`src/rtl/lif_layer_param.sv`:
```
// lif_layer_param: N_IN leaky-integrate-and-fire input neurons feeding one output
// neuron through a popcount-weighted synapse. Each neuron has its own leak,
// saturation and refractory handling. Everything advances only on step_en cycles.
// Optional feature: define LIF_SPIKE_COUNT_EN to get a saturating 8-bit count of
// output spikes on spike_cnt; otherwise spike_cnt is tied to zero.
module lif_layer_param #(
   parameter int N_IN       = 3,
   parameter int IN_W       = 4,
   parameter int POT_W      = 8,
   parameter int THRESH     = 100,
   parameter int LEAK_SHIFT = 3,
   parameter int REFRAC     = 2,
   parameter int OUT_WEIGHT = 40
) (
   input  logic                 clk,
   input  logic                 reset,
   input  logic                 step_en,
   input  logic [N_IN*IN_W-1:0] ext_in,
   output logic [N_IN-1:0]      spike,
   output logic                 spike_out,
   output logic [POT_W-1:0]     pot_mon,
   output logic [7:0]           spike_cnt
);

   localparam logic [POT_W:0]   SAT   = {1'b0, {POT_W{1'b1}}};
   localparam logic [POT_W-1:0] THR   = POT_W'(THRESH);
   localparam logic [3:0]       REF_N = 4'(REFRAC);
   localparam int               PW    = POT_W + 4;

   // Leak then add drive one bit wider than the potential, clipping at full scale.
   function automatic logic [POT_W-1:0] leak_add(input logic [POT_W-1:0] p,
                                                 input logic [POT_W-1:0] d);
      logic [POT_W:0] s;
      s = {1'b0, p - (p >> LEAK_SHIFT)} + {1'b0, d};
      return (s > SAT) ? SAT[POT_W-1:0] : s[POT_W-1:0];
   endfunction

   logic [POT_W-1:0] pot_in      [N_IN];
   logic [3:0]       refr_in     [N_IN];
   logic [POT_W-1:0] pot_in_nxt  [N_IN];
   logic [3:0]       refr_in_nxt [N_IN];
   logic [POT_W-1:0] nv_in;
   logic [N_IN-1:0]  spike_nxt;

   // Spike vector of the last enabled step; survives idle cycles so a spike
   // followed by step_en=0 still reaches the output neuron on the next step.
   logic [N_IN-1:0]  spike_prev;

   logic [3:0]       refr_out;
   logic [3:0]       refr_out_nxt;
   logic [POT_W-1:0] pot_out_nxt;
   logic [POT_W-1:0] nv_out;
   logic             spike_out_nxt;
   logic [3:0]       pc;
   logic [PW-1:0]    drive_wide;
   logic [POT_W-1:0] drive_out;

   // Next state of every input neuron: refractory countdown, else leak/integrate/fire.
   always_comb begin
      nv_in     = '0;
      spike_nxt = '0;
      for (int i = 0; i < N_IN; i++) begin
         pot_in_nxt[i]  = '0;
         refr_in_nxt[i] = '0;
         if (refr_in[i] != 4'd0) begin
            refr_in_nxt[i] = refr_in[i] - 4'd1;
         end else begin
            nv_in = leak_add(pot_in[i], POT_W'(ext_in[i*IN_W +: IN_W]));
            if (nv_in >= THR) begin
               refr_in_nxt[i] = REF_N;
               spike_nxt[i]   = 1'b1;
            end else begin
               pot_in_nxt[i] = nv_in;
            end
         end
      end
   end

   // Output neuron drive: weighted popcount of the previous step's spikes, clipped.
   always_comb begin
      pc = '0;
      for (int i = 0; i < N_IN; i++) begin
         pc = pc + 4'(spike_prev[i]);
      end
      drive_wide = PW'(pc) * PW'(OUT_WEIGHT);
      drive_out  = (drive_wide > PW'(SAT)) ? SAT[POT_W-1:0] : drive_wide[POT_W-1:0];
   end

   // Next state of the output neuron, same update rule as the inputs.
   always_comb begin
      pot_out_nxt   = '0;
      refr_out_nxt  = '0;
      spike_out_nxt = 1'b0;
      nv_out        = '0;
      if (refr_out != 4'd0) begin
         refr_out_nxt = refr_out - 4'd1;
      end else begin
         nv_out = leak_add(pot_mon, drive_out);
         if (nv_out >= THR) begin
            refr_out_nxt  = REF_N;
            spike_out_nxt = 1'b1;
         end else begin
            pot_out_nxt = nv_out;
         end
      end
   end

   // State registers; reset beats step_en, idle cycles hold state and clear pulses.
   always_ff @(posedge clk) begin
      if (reset) begin
         for (int i = 0; i < N_IN; i++) begin
            pot_in[i]  <= '0;
            refr_in[i] <= '0;
         end
         spike      <= '0;
         spike_prev <= '0;
         spike_out  <= 1'b0;
         pot_mon    <= '0;
         refr_out   <= '0;
      end else if (step_en) begin
         for (int i = 0; i < N_IN; i++) begin
            pot_in[i]  <= pot_in_nxt[i];
            refr_in[i] <= refr_in_nxt[i];
         end
         spike      <= spike_nxt;
         spike_prev <= spike_nxt;
         spike_out  <= spike_out_nxt;
         pot_mon    <= pot_out_nxt;
         refr_out   <= refr_out_nxt;
      end else begin
         spike     <= '0;
         spike_out <= 1'b0;
      end
   end

`ifdef LIF_SPIKE_COUNT_EN
   // Saturating count of output spikes, cleared only by reset.
   always_ff @(posedge clk) begin
      if (reset) begin
         spike_cnt <= '0;
      end else if (step_en && spike_out_nxt && (spike_cnt != 8'hFF)) begin
         spike_cnt <= spike_cnt + 8'd1;
      end
   end
`else
   assign spike_cnt = 8'd0;
`endif

endmodule
```
`config.mk`:
```
export PLATFORM = sky130hd
export DESIGN_NAME = lif_layer_param
export DESIGN_NICKNAME = d
export VERILOG_FILES = /design/src/rtl/lif_layer_param.sv
export SDC_FILE = /design/constraint.sdc
export NUM_CORES = 1
export LEC_CHECK = 0
export CORE_MARGIN = 2
export CORE_UTILIZATION = 30
export CTS_BUF_LIST = sky130_fd_sc_hd__clkbuf_8
export DETAILED_ROUTE_END_ITERATION = 6
export PLACE_DENSITY = 0.5
export SYNTH_ARGS = -nofsm -noshare
export SYNTH_HDL_FRONTEND = slang
export SYNTH_SLANG_ARGS = --single-unit
```
`constraint.sdc`:
```
create_clock -name clk -period 8.5 [get_ports clk]
set_clock_uncertainty 0.1 [all_clocks]
set_input_delay 1.7 -clock clk [delete_from_list [all_inputs] [get_ports clk]]
set_output_delay 1.7 -clock clk [all_outputs]
set_load 0.05 [all_outputs]
```
* Word-level counts from Yosys, hierarchy flattened
Memories as Yosys holds them, arrays and structs flattened.
Index checks and enable logic that the tools add are counted.
** Cells by class
- Add/subtract/negate cells :: 14
- Multiply operators :: 1
- Order comparisons :: 9
- Mux-type cells :: 39
- Bitwise operators :: 7
- Reductions and logical operators :: 6
** Operators by type and width (number)
- $mux W8 :: 16
- $gt A9 B8 Y1 const B :: 5
- $ge A8 B7 Y1 const B :: 4
- $sub A8 B5 Y8 :: 4
- $mux W4 :: 7
- $add A8 B4 Y9 :: 3
- $reduce_bool A4 Y1 :: 4
- $sub A4 B1 Y4 const B :: 4
- $mux W1 :: 12
- $add A8 B8 Y9 :: 1
- $mux W2 :: 4
- $mul A3 B3 Y6 const B :: 1
- $or A1 B1 Y1 :: 6
- $add A2 B1 Y3 :: 1
- $reduce_or A3 Y1 :: 1
- $add A1 B1 Y2 :: 1
- $reduce_or A2 Y1 :: 1
- $not A1 Y1 :: 1
** Storage, ports and cells
- Bits in registers :: 19
- RAM bits :: 36
- Input bits :: 15
- Output and inout port bits :: 20
- Word-level logic and storage cells :: 83
- Memories :: 2
** Memory list
- pot_in :: words 3, width 8, read ports 3, clocked after memory_dff 0, write ports 3, RTL line 38 : logic [POT_W-1:0] pot_in [N_IN];
- refr_in :: words 3, width 4, read ports 3, clocked after memory_dff 0, write ports 3, RTL line 39 : logic [3:0] refr_in [N_IN];

* Longest topological paths before layout
- Depth in word-level cells :: 11
- Gate-level depth with buffers :: 16
- Mapped depth without buffers :: 16

* Worst setup path before layout
Ideal clock, no wire load.
- Path type :: input -> register
- From :: input ext_in[0]
- To :: memory refr_in[0][1], data pin
- Setup time :: 0.276 ns
- Arrival :: 3.741 ns
- Required time :: 8.124 ns
- Path slack :: 4.383 ns
- Stages on the path :: 10
- Buffers on the path :: 0
- Cells stage by stage :: ha_1 -> inv_1 -> fa_1 -> nand2b_1 -> a21oi_1 -> a311oi_1 -> nor4bb_1 -> a21oi_1 -> o311ai_1 -> o32ai_1
** RTL lines
- start: declaration :: RTL line 18 : input logic [N_IN*IN_W-1:0] ext_in,
- end: declaration :: RTL line 39

==> flow_metrics.env <==
export IMPL_run_status="completed"
export IMPL_hp_class="reg -> reg"
export IMPL_crit_path_end_kind="flip-flop"
export IMPL_finish_cell_count_without_fillers=793
export IMPL_worst_endpoint_required_ns=8.47
export IMPL_regToRegStartpoint="pot_in[0][13]"
export IMPL_final_net_count=643
export IMPL_worst_pin_slew_ns=0.736
export IMPL_postSynthCellCount=545
export IMPL_detail_route_drc_violations=0
export IMPL_reg2reg_slack_ns=4.63
export IMPL_criticalPathCategory="in -> reg"
export IMPL_syn2layout_area_growth_pct=12.6
export IMPL_dp_final_hpwl_um=8440
export IMPL_synth_adder_area_share=0.147
export IMPL_main_combinational_cell_family_by_area_after_synthesis="compound AO/OA/AOI/OAI gates"
export IMPL_cts_hold_buffers_added=0
export IMPL_wire_length_of_the_first_global_routing_pass_um=18400
export IMPL_worst_setup_path_endpoint="refr_in[0][1]"
export IMPL_max_slew_headroom=0.504
export IMPL_cts_repair_resize_count=0
export IMPL_maxClockFrequency_ghz=0.217
export IMPL_setup_violations_final=0
export IMPL_yosysSeqAreaShare=0.300
export IMPL_via_per_inst=5.07
export IMPL_placeableCoreArea_um2=15900
export IMPL_synth_compound_area_frac=0.236
export IMPL_synth_area_um2=4870
export IMPL_timing_critical_path_slowest_cell_delay_ns=0.47
export IMPL_synthDominantCellAreaShare=0.222
export IMPL_critical_path_s_slowest_cell="sky130_fd_sc_hd__nor4bb_1"
export IMPL_finalMaxSlewViolations=0
export IMPL_std_cell_rows=46
export IMPL_detail_route_wirelength_um=10700
export IMPL_asyncSetResetFlopFracSynth=0
export IMPL_timing_reg2reg_worst_path_depth=13
export IMPL_numPortBuffers=26
export IMPL_power_static_leakage_nw=2.19
export IMPL_die_width_um=131
export IMPL_cts_made_buffers=5
export IMPL_final_fill_count=1677
export IMPL_synth_simple_area_share=0.207
export IMPL_gp_congestion=0.823
export IMPL_antenna_found_initial=0
export IMPL_largest_vdd_supply_drop_mv=0.0701
export IMPL_holdWs_ns=0.407
export IMPL_syn_area_per_cell_um2=8.94
export IMPL_synthDominantAreaCellType="sky130_fd_sc_hd__edfxtp_1"
export IMPL_clock_sinks=55
export IMPL_numPlacedInstances=785
export IMPL_post_synth_xor_area_fraction=0.0439
export IMPL_final_min_period_over_clock_period=0.543
export IMPL_grt_start_max_net_pins=37
export IMPL_synth_area_top_cells="sky130_fd_sc_hd__edfxtp_1 (22%), sky130_fd_sc_hd__ha_1 (11%), sky130_fd_sc_hd__dfxtp_1 (7.8%)"
export IMPL_clkLatencyLatePin_ns=0.32
export IMPL_critical_path_max_fanout=7
export IMPL_tns_ns=0
export IMPL_timing_rr_end="pot_in[0][12]"
export IMPL_grt_overflow_total=0
export IMPL_final_layout_size_suffix_gt1_frac=0.0589
export IMPL_synth_ff_latch_count=55
export IMPL_drv_cap=0
export IMPL_root_buffer="sky130_fd_sc_hd__clkbuf_8"
export IMPL_critPathArrivalTime_ns=4.58
export IMPL_post_synth_num_cell_types=77
export IMPL_route_vias_total=4020
export IMPL_first_global_vias=3914
export IMPL_pwr_density_cell_nw_per_um2=234
export IMPL_cp_top_family="compound AO/OA/AOI/OAI gates"
export IMPL_die_height_um=131
export IMPL_worst_hold_path_num_cells=2
export IMPL_unrepaired_setup_endpoints_after_global_routing="false"
export IMPL_crit_top_cell="sky130_fd_sc_hd__a21oi_1"
export IMPL_post_cts_setup_buffer_count=0
export IMPL_seqCellArea_um2=1460
export IMPL_detail_route_first_pass_iterations=4
export IMPL_number_of_h_tree_levels=2
export IMPL_initial_core_util=0.307
export IMPL_tritoncts_clock_tree="built"
export IMPL_worst_setup_start_kind="input port"
export IMPL_critical_path_startpoint="ext_in[0]"
export IMPL_synth_edf_count=36
export IMPL_initialDrtViolationCount=257
export IMPL_cts_max_path_buffers=2
export IMPL_critical_path_cell_chain="clkdlybuf4s50_1 -> ha_1 -> inv_1 -> fa_1 -> nand2b_1 -> a21oi_1 -> a311oi_1 -> nor4bb_1 -> a21oi_1 -> o311ai_1 -> o32ai_1"
export IMPL_route_detailed_wl_per_inst_um=13.4
export IMPL_final_core_util=0.345
export IMPL_crit_buf_inv=2
export IMPL_diodes=0
export IMPL_yosys_warning_count=0
export IMPL_critical_path_depth=11
export IMPL_synth_area_mux_share=0.00822
export IMPL_floorplan_io_pins=35
export IMPL_multi_input_comb_area_um2=3170
export IMPL_drt_antenna_violating_nets=0
export IMPL_grt_use_total=0.126
export IMPL_final_min_clock_period_ns=4.61
export IMPL_synth_top_flop_cell="sky130_fd_sc_hd__edfxtp_1"
export IMPL_worst_setup_hold_path_clk_slew_ns=0.11
export IMPL_fp_dieArea_um2=17300
export IMPL_final_hold_violation_count=0
[worst min-delay path, cell delays in order (launching register included)]
cell                      delay, ns
sky130_fd_sc_hd__dfxtp_1       0.35
sky130_fd_sc_hd__nand2_1       0.06
sky130_fd_sc_hd__a21oi_1       0.06
[power breakdown]
group | leakage [nW] | switching (mW) | total, mW | internal [mW]
combinational | 1.58 | 0.448 | 0.757 | 0.309
sequential | 0.551 | 0.0243 | 0.341 | 0.317
clock | 0.0581 | 0.0966 | 0.185 | 0.0881
total | 2.19 | 0.569 | 1.28 | 0.714
[metal layers]
layer / global-route usage / vias to the layer above / share of wire
met5: 0 / - / 0
met4: 0.0278 / 0 / 0.011
met3: 0.0177 / 8 / 0.025
met2: 0.218 / 49 / 0.48
met1: 0.166 / 1894 / 0.48
li1: - / 2069 / -
[synth_stat cells (all sizes together) (5+ instances only)]
cell and instances:
o21ai 28, nor2 50, a22o 7, and2 5, a211oi 12, nor4 6, inv 51, buf 10
o21a 12, dfxtp 19, o211ai 6, nand2 31, fa 9, a21o 10, nand3 7, nand2b 13
xnor2 17, ha 43, or3 10, a21oi 27, nor3 35, o2111ai 6, a211o 5, edfxtp 36
nor2b 14
[cells by family (layout without fill, tap and decap cells)]
logic type               Yosys count  count (layout)
AO/OA/AOI/OAI                    154             154
XOR/XNOR                          22              22
adder cells (fa/ha/maj)           52              52
buffers and inverters             65              87
flip-flops                        55              55
multiplexers                       4               4
other                              1              11
AND/OR/NAND/NOR                  192             192
[sequential cells by signal, indices dropped and copies added, names as in the netlist]
signal      count
pot_in         24
pot_mon         8
refr_in        12
refr_out        4
spike           3
spike_out       1
spike_prev      3
[how the worst min path moves through the flow]
stage | slack (ns) | start | end
after floorplan | 0.35 | spike_prev[2] | spike_prev[2]
after global placement | 0.37 | refr_out[2] | refr_out[2]
after detailed placement | 0.39 | refr_out[1] | refr_out[1]
after CTS | 0.41 | refr_out[2] | refr_out[2]
after global routing | 0.44 | refr_out[2] | refr_out[2]
final | 0.41 | refr_out[2] | refr_out[2]
[through the flow]
step / worst slack, ns / area (um^2) / power [mW]
after CTS: 3.89 / 5490 / 1.29
after global routing: 3.57 / 5490 / 1.40
after global placement: 3.64 / 5370 / 1.09
after detailed placement: 3.54 / 5370 / 1.10
after floorplan: 4.38 / 4910 / 0.944
final: 3.89 / 5490 / 1.28
[final cells by class]
type,instances,share of cell area
sequential,55,0.266
clock inverter,3,0.00798
inverter,51,0.0349
multi-input combinational,435,0.579
tap,216,0.0493
timing repair buffer,28,0.0502
clock buffer,5,0.0125
[layout by cell type, fill, tap and decap left out, drive strengths merged, types with 9 or more instances in the layout]
cell type and count:
fa 9, inv 51, o21a 12, nor3 35
edfxtp 36, nand2 31, a211oi 12, conb 11
dfxtp 19, nor2 50, or3 10, a21oi 27
clkdlybuf4s50 26, o21ai 28, a21o 10, nor2b 14
xnor2 17, nand2b 13, ha 43
(Power assumes the default switching activity.)
